<file path="config.mk">
export PLATFORM = sky130hd
export DESIGN_NAME = ex_muldiv_unit
export DESIGN_NICKNAME = d
export VERILOG_FILES = /design/src/rtl/ex_muldiv_unit_pkg.sv /design/src/rtl/ex_muldiv_unit_div_step.sv /design/src/rtl/ex_muldiv_unit.sv
export SDC_FILE = /design/constraint.sdc
export NUM_CORES = 1
export LEC_CHECK = 0
export CORE_ASPECT_RATIO = 0.75
export CORE_MARGIN = 4
export CORE_UTILIZATION = 25
export CTS_CLUSTER_DIAMETER = 30
export DETAILED_ROUTE_END_ITERATION = 12
export GPL_ROUTABILITY_DRIVEN = 0
export RECOVER_POWER = 25
export SYNTH_ARGS = -nofsm -noshare
export SYNTH_HDL_FRONTEND = slang
export SYNTH_SLANG_ARGS = --single-unit
</file>
<file path="constraint.sdc">
create_clock -name clk -period 16.9 [get_ports clk]
set_clock_uncertainty 0.15 [all_clocks]
set_input_delay 4.225 -clock clk [delete_from_list [all_inputs] [get_ports clk]]
set_output_delay 4.225 -clock clk [all_outputs]
set_load 0.01 [all_outputs]
</file>
<file path="src/rtl/ex_muldiv_unit_pkg.sv">
// Shared constants for the EX-stage multiply/divide unit.
//   muldiv_op_e    : operation encodings (op_i field)
//   muldiv_state_e : sequencing FSM state encodings
// Helper functions classify an op code as divide and/or signed.
package ex_muldiv_unit_pkg;

   typedef enum logic [1:0] {
      MULDIV_OP_MULT  = 2'b00,
      MULDIV_OP_MULTU = 2'b01,
      MULDIV_OP_DIV   = 2'b10,
      MULDIV_OP_DIVU  = 2'b11
   } muldiv_op_e;

   typedef enum logic [1:0] {
      MULDIV_IDLE = 2'b00,
      MULDIV_MUL  = 2'b01,
      MULDIV_DIV  = 2'b10,
      MULDIV_DONE = 2'b11
   } muldiv_state_e;

   function automatic logic op_is_div(input logic [1:0] op);
      return (op == MULDIV_OP_DIV) || (op == MULDIV_OP_DIVU);
   endfunction

   function automatic logic op_is_signed(input logic [1:0] op);
      return (op == MULDIV_OP_MULT) || (op == MULDIV_OP_DIV);
   endfunction

endpackage

</file>
<file path="src/rtl/ex_muldiv_unit_div_step.sv">
// ex_div_step: one combinational step of restoring long division.
// Ports:
//   rem_i     partial remainder (DATA_W+1 bits)
//   divisor_i divisor magnitude
//   bit_i     next dividend bit, MSB first
//   rem_o     updated partial remainder
//   q_o       quotient bit produced by this step
module ex_div_step #(
   parameter int DATA_W = 32
) (
   input  logic [DATA_W:0]   rem_i,
   input  logic [DATA_W-1:0] divisor_i,
   input  logic              bit_i,
   output logic [DATA_W:0]   rem_o,
   output logic              q_o
);

   logic [DATA_W+1:0] shifted;
   logic [DATA_W+1:0] trial;

   // One spare bit above the shifted remainder acts as the borrow of the trial subtract.
   always_comb begin
      shifted = {rem_i, bit_i};
      trial   = shifted - {2'b00, divisor_i};
      q_o     = ~trial[DATA_W+1];
      rem_o   = q_o ? trial[DATA_W:0] : shifted[DATA_W:0];
   end

endmodule

</file>
<file path="src/rtl/ex_muldiv_unit.sv">
// ex_muldiv_unit: multi-cycle MULT/MULTU/DIV/DIVU unit beside the EX-stage ALU.
// Returns {hi,lo}: the product, or {remainder,quotient}. Requests a pipeline
// stall while busy and honours a flush (annul_i) while an operation is in flight.
// Ports:
//   clk, rst (async, active low)
//   start_i, op_i, opdata1_i, opdata2_i  operation request
//   annul_i                              abort in-flight operation
//   busy_o                               stall request (combinational)
//   ready_o                              one-cycle result-valid pulse
//   result_o                             {hi,lo}, held until next completion
//   div_zero_o                           qualifies ready_o: divisor was zero
// Build option MULDIV_FAST_MUL_EN: single-cycle combinational multiplier instead
// of the DATA_W-cycle shift-add datapath. Division is the same in both builds.
//
// state | meaning
// IDLE  | waiting for start_i; operands latched on the accepting edge
// MUL   | multiplying (shift-add iterations, or one cycle in the fast build)
// DIV   | restoring division, one quotient bit per cycle; exits at once on divide by zero
// DONE  | result_o valid, ready_o high for this single cycle
module ex_muldiv_unit
   import ex_muldiv_unit_pkg::*;
#(
   parameter  int DATA_W = 32,
   localparam int CNT_W  = $clog2(DATA_W) + 1
) (
   input  logic                clk,
   input  logic                rst,
   input  logic                start_i,
   input  logic [1:0]          op_i,
   input  logic [DATA_W-1:0]   opdata1_i,
   input  logic [DATA_W-1:0]   opdata2_i,
   input  logic                annul_i,
   output logic                busy_o,
   output logic                ready_o,
   output logic [2*DATA_W-1:0] result_o,
   output logic                div_zero_o
);

   muldiv_state_e       state_q, state_d;
   logic [CNT_W-1:0]    cnt_q;
   logic                go, last_iter, mul_done, load_res;
   logic                is_signed, a_neg, b_neg;
   logic [DATA_W-1:0]   a_mag, b_mag;
   logic                neg_res_q, neg_rem_q, b_zero_q;
   logic [DATA_W-1:0]   dividend_q, divisor_q, dq_q;
   logic [DATA_W:0]     rem_q, rem_nxt;
   logic                q_bit;
   logic [DATA_W-1:0]   quo, remv;
   logic [2*DATA_W-1:0] mul_mag, mul_res, div_res, res_nxt, result_q;
   logic                dz_q;

   assign go        = (state_q == MULDIV_IDLE) & start_i & ~annul_i;
   assign is_signed = op_is_signed(op_i);
   assign a_neg     = is_signed & opdata1_i[DATA_W-1];
   assign b_neg     = is_signed & opdata2_i[DATA_W-1];
   assign a_mag     = a_neg ? -opdata1_i : opdata1_i;
   assign b_mag     = b_neg ? -opdata2_i : opdata2_i;
   assign last_iter = (cnt_q == '0);

   // ---------------- FSM ----------------
   always_ff @(posedge clk or negedge rst) begin
      if (!rst) state_q <= MULDIV_IDLE;
      else      state_q <= state_d;
   end

   always_comb begin
      state_d = state_q;
      busy_o  = 1'b0;
      ready_o = 1'b0;
      case (state_q)
         MULDIV_IDLE: begin
            if (go) begin
               busy_o  = 1'b1;
               state_d = op_is_div(op_i) ? MULDIV_DIV : MULDIV_MUL;
            end
         end
         MULDIV_MUL: begin
            busy_o = 1'b1;
            if (annul_i)       state_d = MULDIV_IDLE;
            else if (mul_done) state_d = MULDIV_DONE;
         end
         MULDIV_DIV: begin
            busy_o = 1'b1;
            if (annul_i)                    state_d = MULDIV_IDLE;
            else if (b_zero_q || last_iter) state_d = MULDIV_DONE;
         end
         MULDIV_DONE: begin
            ready_o = 1'b1;
            state_d = MULDIV_IDLE;
         end
         default: state_d = MULDIV_IDLE;
      endcase
   end

   // Iteration timer: loaded with DATA_W-1, last iteration at terminal count zero.
   always_ff @(posedge clk or negedge rst) begin
      if (!rst) begin
         cnt_q <= '0;
      end else if (go) begin
         cnt_q <= CNT_W'(DATA_W - 1);
      end else if ((state_q == MULDIV_MUL || state_q == MULDIV_DIV) && !last_iter) begin
         cnt_q <= cnt_q - 1'b1;
      end
   end

   // ---------------- operand latch and divider ----------------
   // dq_q starts as the dividend magnitude; dividend bits shift out of the top
   // while quotient bits shift in at the bottom.
   always_ff @(posedge clk or negedge rst) begin
      if (!rst) begin
         neg_res_q  <= 1'b0;
         neg_rem_q  <= 1'b0;
         b_zero_q   <= 1'b0;
         dividend_q <= '0;
         divisor_q  <= '0;
         dq_q       <= '0;
         rem_q      <= '0;
      end else if (go) begin
         neg_res_q  <= a_neg ^ b_neg;
         neg_rem_q  <= a_neg;
         b_zero_q   <= (opdata2_i == '0);
         dividend_q <= opdata1_i;
         divisor_q  <= b_mag;
         dq_q       <= a_mag;
         rem_q      <= '0;
      end else if (state_q == MULDIV_DIV) begin
         rem_q <= rem_nxt;
         dq_q  <= {dq_q[DATA_W-2:0], q_bit};
      end
   end

   ex_div_step #(.DATA_W(DATA_W)) u_div_step (
      .rem_i     (rem_q),
      .divisor_i (divisor_q),
      .bit_i     (dq_q[DATA_W-1]),
      .rem_o     (rem_nxt),
      .q_o       (q_bit)
   );

   // ---------------- multiplier ----------------
`ifdef MULDIV_FAST_MUL_EN
   // The operand latch already holds both magnitudes (dq_q, divisor_q), and
   // neither shifts outside DIV, so they feed the multiplier directly.
   assign mul_done = 1'b1;
   assign mul_mag  = {{DATA_W{1'b0}}, dq_q} * {{DATA_W{1'b0}}, divisor_q};
`else
   logic [2*DATA_W-1:0] acc_q, mcand_q, acc_nxt;
   logic [DATA_W-1:0]   mplier_q;

   assign mul_done = last_iter;
   assign acc_nxt  = acc_q + (mplier_q[0] ? mcand_q : '0);
   assign mul_mag  = acc_nxt;

   always_ff @(posedge clk or negedge rst) begin
      if (!rst) begin
         acc_q    <= '0;
         mcand_q  <= '0;
         mplier_q <= '0;
      end else if (go) begin
         acc_q    <= '0;
         mcand_q  <= {{DATA_W{1'b0}}, a_mag};
         mplier_q <= b_mag;
      end else if (state_q == MULDIV_MUL) begin
         acc_q    <= acc_nxt;
         mcand_q  <= mcand_q << 1;
         mplier_q <= mplier_q >> 1;
      end
   end
`endif

   // ---------------- sign fix-up and result register ----------------
   // Values are taken from the final iteration's next-state so the result
   // register loads on the same edge that enters DONE.
   assign quo     = {dq_q[DATA_W-2:0], q_bit};
   assign remv    = rem_nxt[DATA_W-1:0];
   assign mul_res = neg_res_q ? -mul_mag : mul_mag;
   assign div_res = {(neg_rem_q ? -remv : remv), (neg_res_q ? -quo : quo)};

   always_comb begin
      res_nxt = mul_res;
      if (state_q == MULDIV_DIV) begin
         res_nxt = b_zero_q ? {dividend_q, {DATA_W{1'b1}}} : div_res;
      end
   end

   assign load_res = (state_d == MULDIV_DONE) && (state_q != MULDIV_DONE);

   always_ff @(posedge clk or negedge rst) begin
      if (!rst) begin
         result_q <= '0;
         dz_q     <= 1'b0;
      end else if (load_res) begin
         result_q <= res_nxt;
         dz_q     <= (state_q == MULDIV_DIV) && b_zero_q;
      end
   end

   assign result_o   = result_q;
   assign div_zero_o = ready_o & dz_q;

endmodule
</file>
==> results of run 1 <==
[worst max-delay path, stage by stage]
cell             delay (ps)
dlygate4sd3_1           530
nand2_1                  90
nor2_4                  710
nor2_1                  100
nor2_1                  120
clkdlybuf4s50_1         540
[power groups by stage]
stage / sequential (µW) / clock, µW / combinational (µW)
2_1_floorplan: 1440 / 0 / 2870
6_report: 1570 / 1650 / 4020
3_5_place_dp: 1560 / 0 / 3930
4_1_cts: 1560 / 1670 / 3960
5_1_grt: 1610 / 1720 / 4390
3_3_place_gp: 1560 / 0 / 3890
[per-stage QoR]
step	util (%)	area [µm²]
finish	30.1	33100
global route	30.1	33000
CTS	30.1	33100
detailed placement	27.6	30200
global placement	27.6	30200
floorplan	-	27700
[layout make-up]
cell class	instances	share of cell area [%]
Tap cell	1444	5.47
Inverter	79	0.897
Sequential cell	365	27.6
Clock inverter	42	1.67
Antenna cell	1	0.00757
Multi-Input combinational cell	2729	52.6
Clock buffer	101	6.89
Timing Repair Buffer	165	4.80
[registers in the layout (all words and copies together), names as in the netlist, 2 cells and up]
register	flops
acc_q	64
mcand_q	64
result_o	64
rem_q	33
dividend_q	32
divisor_q	32
dq_q	32
mplier_q	32
cnt_q	6
state_q	2
[per-layer routing]
metal / share of wire (%) / GRT usage, %
met5: 0.013 / 0
met4: 1.4 / 3.12
met1: 48 / 26.3
met2: 38 / 22.2
met3: 12 / 4.92
[Yosys cell counts, types with 17 or more instances]
| master | number |
|---|---|
| nor4_1 | 26 |
| o22ai_1 | 35 |
| inv_1 | 76 |
| nor3_1 | 75 |
| or3_1 | 36 |
| and2_1 | 106 |
| a211oi_1 | 82 |
| o31ai_1 | 45 |
| o41ai_1 | 20 |
| nand3_1 | 46 |
| ha_1 | 105 |
| mux2i_1 | 168 |
| xnor2_1 | 154 |
| a31oi_1 | 24 |
| nor2_1 | 377 |
| dfrtp_1 | 365 |
| xor2_1 | 80 |
| or4_1 | 17 |
| o21a_1 | 17 |
| o21ai_0 | 194 |
| nand4_1 | 48 |
| a21oi_1 | 314 |
| a21o_1 | 48 |
| buf_2 | 19 |
| buf_1 | 20 |
| o211ai_1 | 35 |
| o21ai_1 | 28 |
| clkbuf_1 | 158 |
| nand2_1 | 372 |
| nand2b_1 | 25 |
[cells by family (layout without fill, tap and decap cells)]
family	after synthesis	after routing	share of synthesized area, %
buffers and inverters	291	387	4.41
xor gates and xnor gates	234	234	7.40
DFF	365	365	33.0
AOI/OAI and AO/OA	996	996	23.0
adders and majority gates	107	107	4.89
muxes	179	179	6.52
and+or+nand+nor	1213	1213	20.8
other	0	1	0
[worst min-delay path by stage]
stage	start	endpoint	depth (start not counted)
2_1_floorplan	dividend_q[21]$_DFFE_PN0P_	dividend_q[21]$_DFFE_PN0P_	2
3_3_place_gp	dividend_q[28]$_DFFE_PN0P_	dividend_q[28]$_DFFE_PN0P_	2
3_5_place_dp	dividend_q[28]$_DFFE_PN0P_	dividend_q[28]$_DFFE_PN0P_	2
4_1_cts	dividend_q[28]$_DFFE_PN0P_	dividend_q[28]$_DFFE_PN0P_	2
5_1_grt	dividend_q[27]$_DFFE_PN0P_	dividend_q[27]$_DFFE_PN0P_	2
6_report	dividend_q[28]$_DFFE_PN0P_	dividend_q[28]$_DFFE_PN0P_	2
==> Implementation_results.wiki, run 1 <==
{| class="wikitable"
! Metric !! Value
|-
| Detailed Place HPWL || 75.8 mm
|-
| Hold slack || ~320 ps
|-
| Critical path peak fanout || 37
|-
| Mean instance size in the synthesized netlist || between 8 and 9 µm²
|-
| I/O Pins || about 140
|-
| Maximum number of pins on one net before global-route repair || between 150 and 200
|-
| Total routing usage reported by global routing || 16.8%
|-
| Maximum vdd drop || 134 µV
|-
| Area of the multi-input gates || between 15000 and 20000 µm²
|-
| Critical path startpoint category || input pin
|-
| Clock root buffer || clkbuf_16
|-
| Instance count of the mapped netlist || between 3k and 4k
|-
| Filler cells || approximately 11k
|-
| Power share of the clock group || a little under a quarter
|-
| Yosys top cell by area || dfrtp_1
|-
| Unique cell type count in the Yosys netlist || 103
|-
| Number of H-tree levels || 3
|-
| Total net switching power || between 3000 and 4000 µW
|-
| Share of total power in sequential cells || 21.7%
|-
| Share of synthesized area occupied by flip-flops and latches || roughly 33%
|-
| Remaining global-route overflow || 0
|-
| Reg2reg setup slack || about 10000 ps
|-
| Worst setup endpoint || busy_o
|-
| Slew @ Worst Pin || roughly 4500 ps
|-
| Post-route total power || between 7000 and 8000 µW
|-
| Launch point of the worst path || start_i
|-
| DRT antenna net count || 0
|-
| Max-cap violations || 2
|-
| IO buf count || 136
|-
| Reported leakage power || around 0.013 µW
|-
| Post-CTS Resized || 0
|-
| Most common cell after layout, fill and taps aside || nor2_1
|-
| Number of hold violations in the final report || 0
|-
| Vertical die dimension || 296 µm
|-
| Clock period minus worst slack || 10700 ps
|-
| Number of violations reported at the end of detailed-routing iteration 0 || 2991
|-
| Clk sinks || 365
|-
| Detailed-route via count || between 20k and 30k
|-
| CTS clk-pin slew, worst paths || roughly 50 ps
|-
| First-pass GRT wire length || roughly 150 mm
|-
| Portion of synthesized cell area occupied by the leading cell type || roughly 33%
|-
| Final Slew Violations || 115
|-
| Async SR Flop Fraction || between 90% and 100%
|-
| Start of the worst register-to-register path || mplier_q[0]$_DFFE_PN0P_
|-
| Die outline width || slightly below 400 µm
|-
| Area growth, synth to finish || 19.3%
|-
| Violations in the final reports || max-capacitance violations, max-slew violations
|-
| Top cells by area in the synthesized netlist || dfrtp_1 (33%), mux2i_1 (6.1%), a21oi_1 (5.7%)
|-
| Clock buffers created by TritonCTS || 81
|-
| Worst flop-to-flop path endpoint || result_o[37]$_DFFE_PN0P_
|-
| Primary flip-flop cell chosen by synthesis mapping || dfrtp_1
|-
| Combinational fraction of design power || between 50% and 60%
|-
| Area of the mapped netlist || ~28000 µm²
|-
| Die Footprint || approximately 120000 µm²
|-
| Synth warn || 0
|-
| Fraction of layout cells with a size suffix above 1 || just under 7%
|-
| Clock tree from TritonCTS || built
|-
| Crit path required time || 12530 ps
|-
| FF+latch count, synth || around 370
|-
| Number of rows in the core area || ~110
|-
| Setup repair after global routing missed its margin || false
|-
| Min-Delay Path Class || flop to flop
|-
| Setup TNS || 0 ps
|-
| Power density over the cells || between 200 and 250 nW/µm²
|-
| Fraction of power spent switching nets || between 40% and 50%
|-
| Maximum buffer depth of the clock tree || 3
|-
| Final Instance Count excl. Fillers || slightly below 5k
|-
| Post-DR wirelength/cell || 20.2 µm
|-
| Post-Syn Nets || between 3k and 4k
|-
| Worst slack after detailed placement || 6220 ps
|-
| Critical Setup Path Class || input pin to output port
|-
| Worst reg2reg path depth || 16
|-
| Antenna violations before repair || 8
|-
| Initial standard-cell utilization of the core || between 20% and 30%
|-
| Endpoint kind of the worst setup timing path || output port
|-
| Final worst-path cycle share || between 60% and 70%
|-
| # DRC || 0
|-
| Routed WL || between 90 and 100 mm
|-
| Count of flip-flops with a built-in enable after synthesis || 0
|-
| Outcome || finished, violations left
|-
| Worst skew pair latency || 610 ps
|-
| Net count, final || ~3.6k
|-
| Tightest slew margin relative to the limit || -197%
|-
| Endpoint arrival time on the critical path || between 6000 and 7000 ps
|-
| Least setup slack across all paths after layout || a little over 6000 ps
|-
| Via count of the first global-routing pass || between 20k and 25k
|-
| Post-CTS Setup Inserts || 0
|-
| First-pass DRT Iterations || 6
|-
| CTS Hold Bufs || 0
|-
| Core Box Area || ~110000 µm²
|-
| Internal power || around 3800 µW
|-
| Post-detailed-route via-to-cell ratio || approximately 5.4
|-
| Total placed cells including tap cells || roughly 4.8k
|-
| Storage cell area || 9140 µm²
|-
| Max Clk Rate || about 93 MHz
|-
| Endpoints failing setup || 0
|-
| Highest-count cells in the layout ignoring fill and taps || nor2_1 (375), nand2_1 (372), dfrtp_1 (364), a21oi_1 (314), o21ai_0 (194)
|}
Note: power is estimated with default switching activity, not from simulation.
==> inputs of run 2 (changes only) <==
==> constraint.sdc (replaced) <==
create_clock -name clk -period 9.5 [get_ports clk]
set_clock_uncertainty 0.15 [all_clocks]
set_input_delay 2.375 -clock clk [delete_from_list [all_inputs] [get_ports clk]]
set_output_delay 2.375 -clock clk [all_outputs]
set_load 0.01 [all_outputs]
==> run 2 against run 1 <==
The flow still finishes with violations (max-capacitance violations, max-slew violations). Count of clock-buffer cells in the layout fell by 4. Utilization rose by 0.090 points. Non-clock buffer count rose by 3. Worst setup slack got worse by 3400 ps. Sequential power rose by 78%. Via count rose by 0.30%. Largest cell class unchanged. Highest routed layer unchanged.
==> Implementation_results.wiki, run 2 (synthesis gave the netlist of run 1 again) <==
{| class="wikitable"
! Metric !! Value
|-
| CTS Hold Bufs || 0 (unchanged)
|-
| Critical Setup Path Class || input pin to asynchronous set/reset pin
|-
| Fraction of layout cells with a size suffix above 1 || 7.10% (+0.21 points)
|-
| Maximum vdd drop || 187 µV (+40%)
|-
| Outcome || finished, violations left
|-
| Clock root buffer || clkbuf_16
|-
| Endpoint arrival time on the critical path || 7180 ps (+860 ps)
|-
| Net count, final || 3601 (+0.083%)
|-
| Slew @ Worst Pin || 4520 ps (+56.3 ps)
|-
| Power density over the cells || 392 nW/µm² (+79%)
|-
| Initial standard-cell utilization of the core || 25.3% (unchanged)
|-
| Cells on Worst Hold Path || 2 (unchanged)
|-
| Maximum number of pins on one net before global-route repair || 185 (+22%)
|-
| Detailed Place HPWL || 76.3 mm (+0.77%)
|-
| Endpoint kind of the worst setup timing path || asynchronous set/reset pin
|-
| Post-CTS Resized || 0 (unchanged)
|-
| Detailed-route via count || 26.5k (+0.30%)
|-
| Area growth, synth to finish || 19.6%
|-
| Filler cells || 11.6k (+0.78%)
|-
| First-pass DRT Iterations || 6 (unchanged)
|-
| Vertical die dimension || 296 µm (unchanged)
|-
| Crit path required time || 9980 ps (-2550 ps)
|-
| Worst slack after detailed placement || 3220 ps (-3000 ps)
|-
| Endpoints failing setup || 0 (unchanged)
|-
| Final worst-path cycle share || approximately 70%
|-
| Number of hold violations in the final report || 0 (unchanged)
|-
| Post-detailed-route via-to-cell ratio || 5.37 (about the same)
|-
| Routed WL || 102 mm (+1.9%)
|-
| Critical path startpoint category || input pin
|-
| Setup repair after global routing missed its margin || false
|-
| Tightest slew margin relative to the limit || -201% (-3.8 points)
|-
| Storage cell area || 9140 µm² (unchanged)
|-
| Max-cap violations || 1 (-1)
|-
| Area of the multi-input gates || 17400 µm² (about the same)
|-
| Max Clk Rate || between 100 and 150 MHz
|-
| Maximum buffer depth of the clock tree || 3 (unchanged)
|-
| Post-CTS Setup Inserts || 0 (unchanged)
|-
| Die Footprint || 116000 µm² (unchanged)
|-
| Min-Delay Path Class || flop to flop
|-
| Final Instance Count excl. Fillers || 4938 (+0.24%)
|-
| Post-detailed-placement cell area || 30300 µm² (+0.12%)
|-
| IO buf count || 136 (unchanged)
|-
| Core Box Area || 110000 µm² (unchanged)
|-
| Critical path peak fanout || 73 (+97%)
|-
| Number of H-tree levels || 3 (unchanged)
|-
| Finished layout cell area || 33200 µm² (+0.30%)
|-
| Final Slew Violations || 73 (-37%)
|-
| Reg2reg setup slack || 3190 ps (-6810 ps)
|-
| Least setup slack across all paths after layout || 2800 ps (-3400 ps)
|-
| DRT antenna net count || 0 (unchanged)
|-
| Clock buffers created by TritonCTS || 81 (unchanged)
|-
| Total routing usage reported by global routing || 17.1% (+0.32 points)
|-
| Setup TNS || 0 ps (unchanged)
|-
| Via count of the first global-routing pass || 25.0k (+2.1%)
|-
| Worst skew pair latency || 630 ps (+20 ps)
|-
| CTS clk-pin slew, worst paths || 40 ps (about the same)
|-
| # DRC || 0 (unchanged)
|-
| Total placed cells including tap cells || 4785 (+0.063%)
|-
| Reported leakage power || 0.0135 µW (about the same)
|-
| Antenna violations before repair || 4 (-4)
|-
| Most common cell after layout, fill and taps aside || nor2_1
|-
| Number of violations reported at the end of detailed-routing iteration 0 || 2937 (-1.8%)
|-
| First-pass GRT wire length || 155 mm (+1.4%)
|-
| Number of rows in the core area || 105 (unchanged)
|-
| Clk sinks || 365 (unchanged)
|-
| I/O Pins || 137 (unchanged)
|-
| Worst reg2reg path depth || 16 (unchanged)
|-
| Die outline width || 392 µm (unchanged)
|-
| Post-DR wirelength/cell || 20.6 µm (+1.7%)
|-
| Highest-count cells in the layout ignoring fill and taps || nor2_1 (375), nand2_1 (372), dfrtp_1 (364), a21oi_1 (314), o21ai_0 (194)
|-
| Remaining global-route overflow || 0 (unchanged)
|-
| Violations in the final reports || max-capacitance violations, max-slew violations
|-
| Hold slack || 321 ps (-2.28 ps)
|-
| Clock period minus worst slack || 6700 ps
|-
| Clock tree from TritonCTS || built
|}
==> run 2: changes by cell type in the layout (fill, tap and decap cells not counted), sizes merged, moves of 2 or more <==
| cell | previous run | this run |
|---|---|---|
| buf | 29 | 32 |
| diode | 1 | 3 |
| clkinvlp | 5 | 13 |
| clkbuf | 102 | 98 |
| clkinv | 22 | 25 |
==> run 2: final timing paths <==
path | from | to
min reg2reg | dividend_q[28]$_DFFE_PN0P_ | dividend_q[28]$_DFFE_PN0P_
max | rst | result_o[62]$_DFFE_PN0P_
max in group clk | mplier_q[0]$_DFFE_PN0P_ | result_o[45]$_DFFE_PN0P_
min | dividend_q[28]$_DFFE_PN0P_ | dividend_q[28]$_DFFE_PN0P_
min in group asynchronous | rst | result_o[15]$_DFFE_PN0P_
max reg2reg | mplier_q[0]$_DFFE_PN0P_ | result_o[45]$_DFFE_PN0P_
==> run 2: metrics by stage <==
step / total power [µW] / utilization, %
6_report: 13000 / 30.2
5_1_grt: 13800 / 30.2
4_1_cts: 12900 / 30.2
3_5_place_dp: 9820 / 27.6
3_3_place_gp: 9720 / 27.6
2_1_floorplan: 7670 / -
==> run 2: worst max-delay path, cell delays in order <==
cell      delay [ps]
clkbuf_1        3080
buf_4            790
buf_4            730
==> run 2: power by group <==
| group | internal [µW] | switching [µW] | total (µW) | leakage, µW |
|---|---|---|---|---|
| Combinational | 2680 | 4540 | 7210 | 0.00760 |
| Sequential | 2170 | 630 | 2800 | 0.00452 |
| Clock | 1960 | 1000 | 2970 | 0.00137 |
==> run 2: final cells by class <==
type	instances	share of cell area, %
antenna	3	0.0226
clock buffer	97	6.51
clock inverter	53	2.20
inverter	79	0.895
multi-input combinational	2729	52.5
sequential	365	27.6
tap	1444	5.45
timing repair buffer	168	4.89
==> run 2: metal layers <==
metal	up-vias	share of wire, %	track usage (%)
met4	4	2.0	4.43
met5	-	0.021	0.444
li1	12300	-	-
met2	1167	38	22.3
met3	137	12	7.13
met1	12900	48	25.2
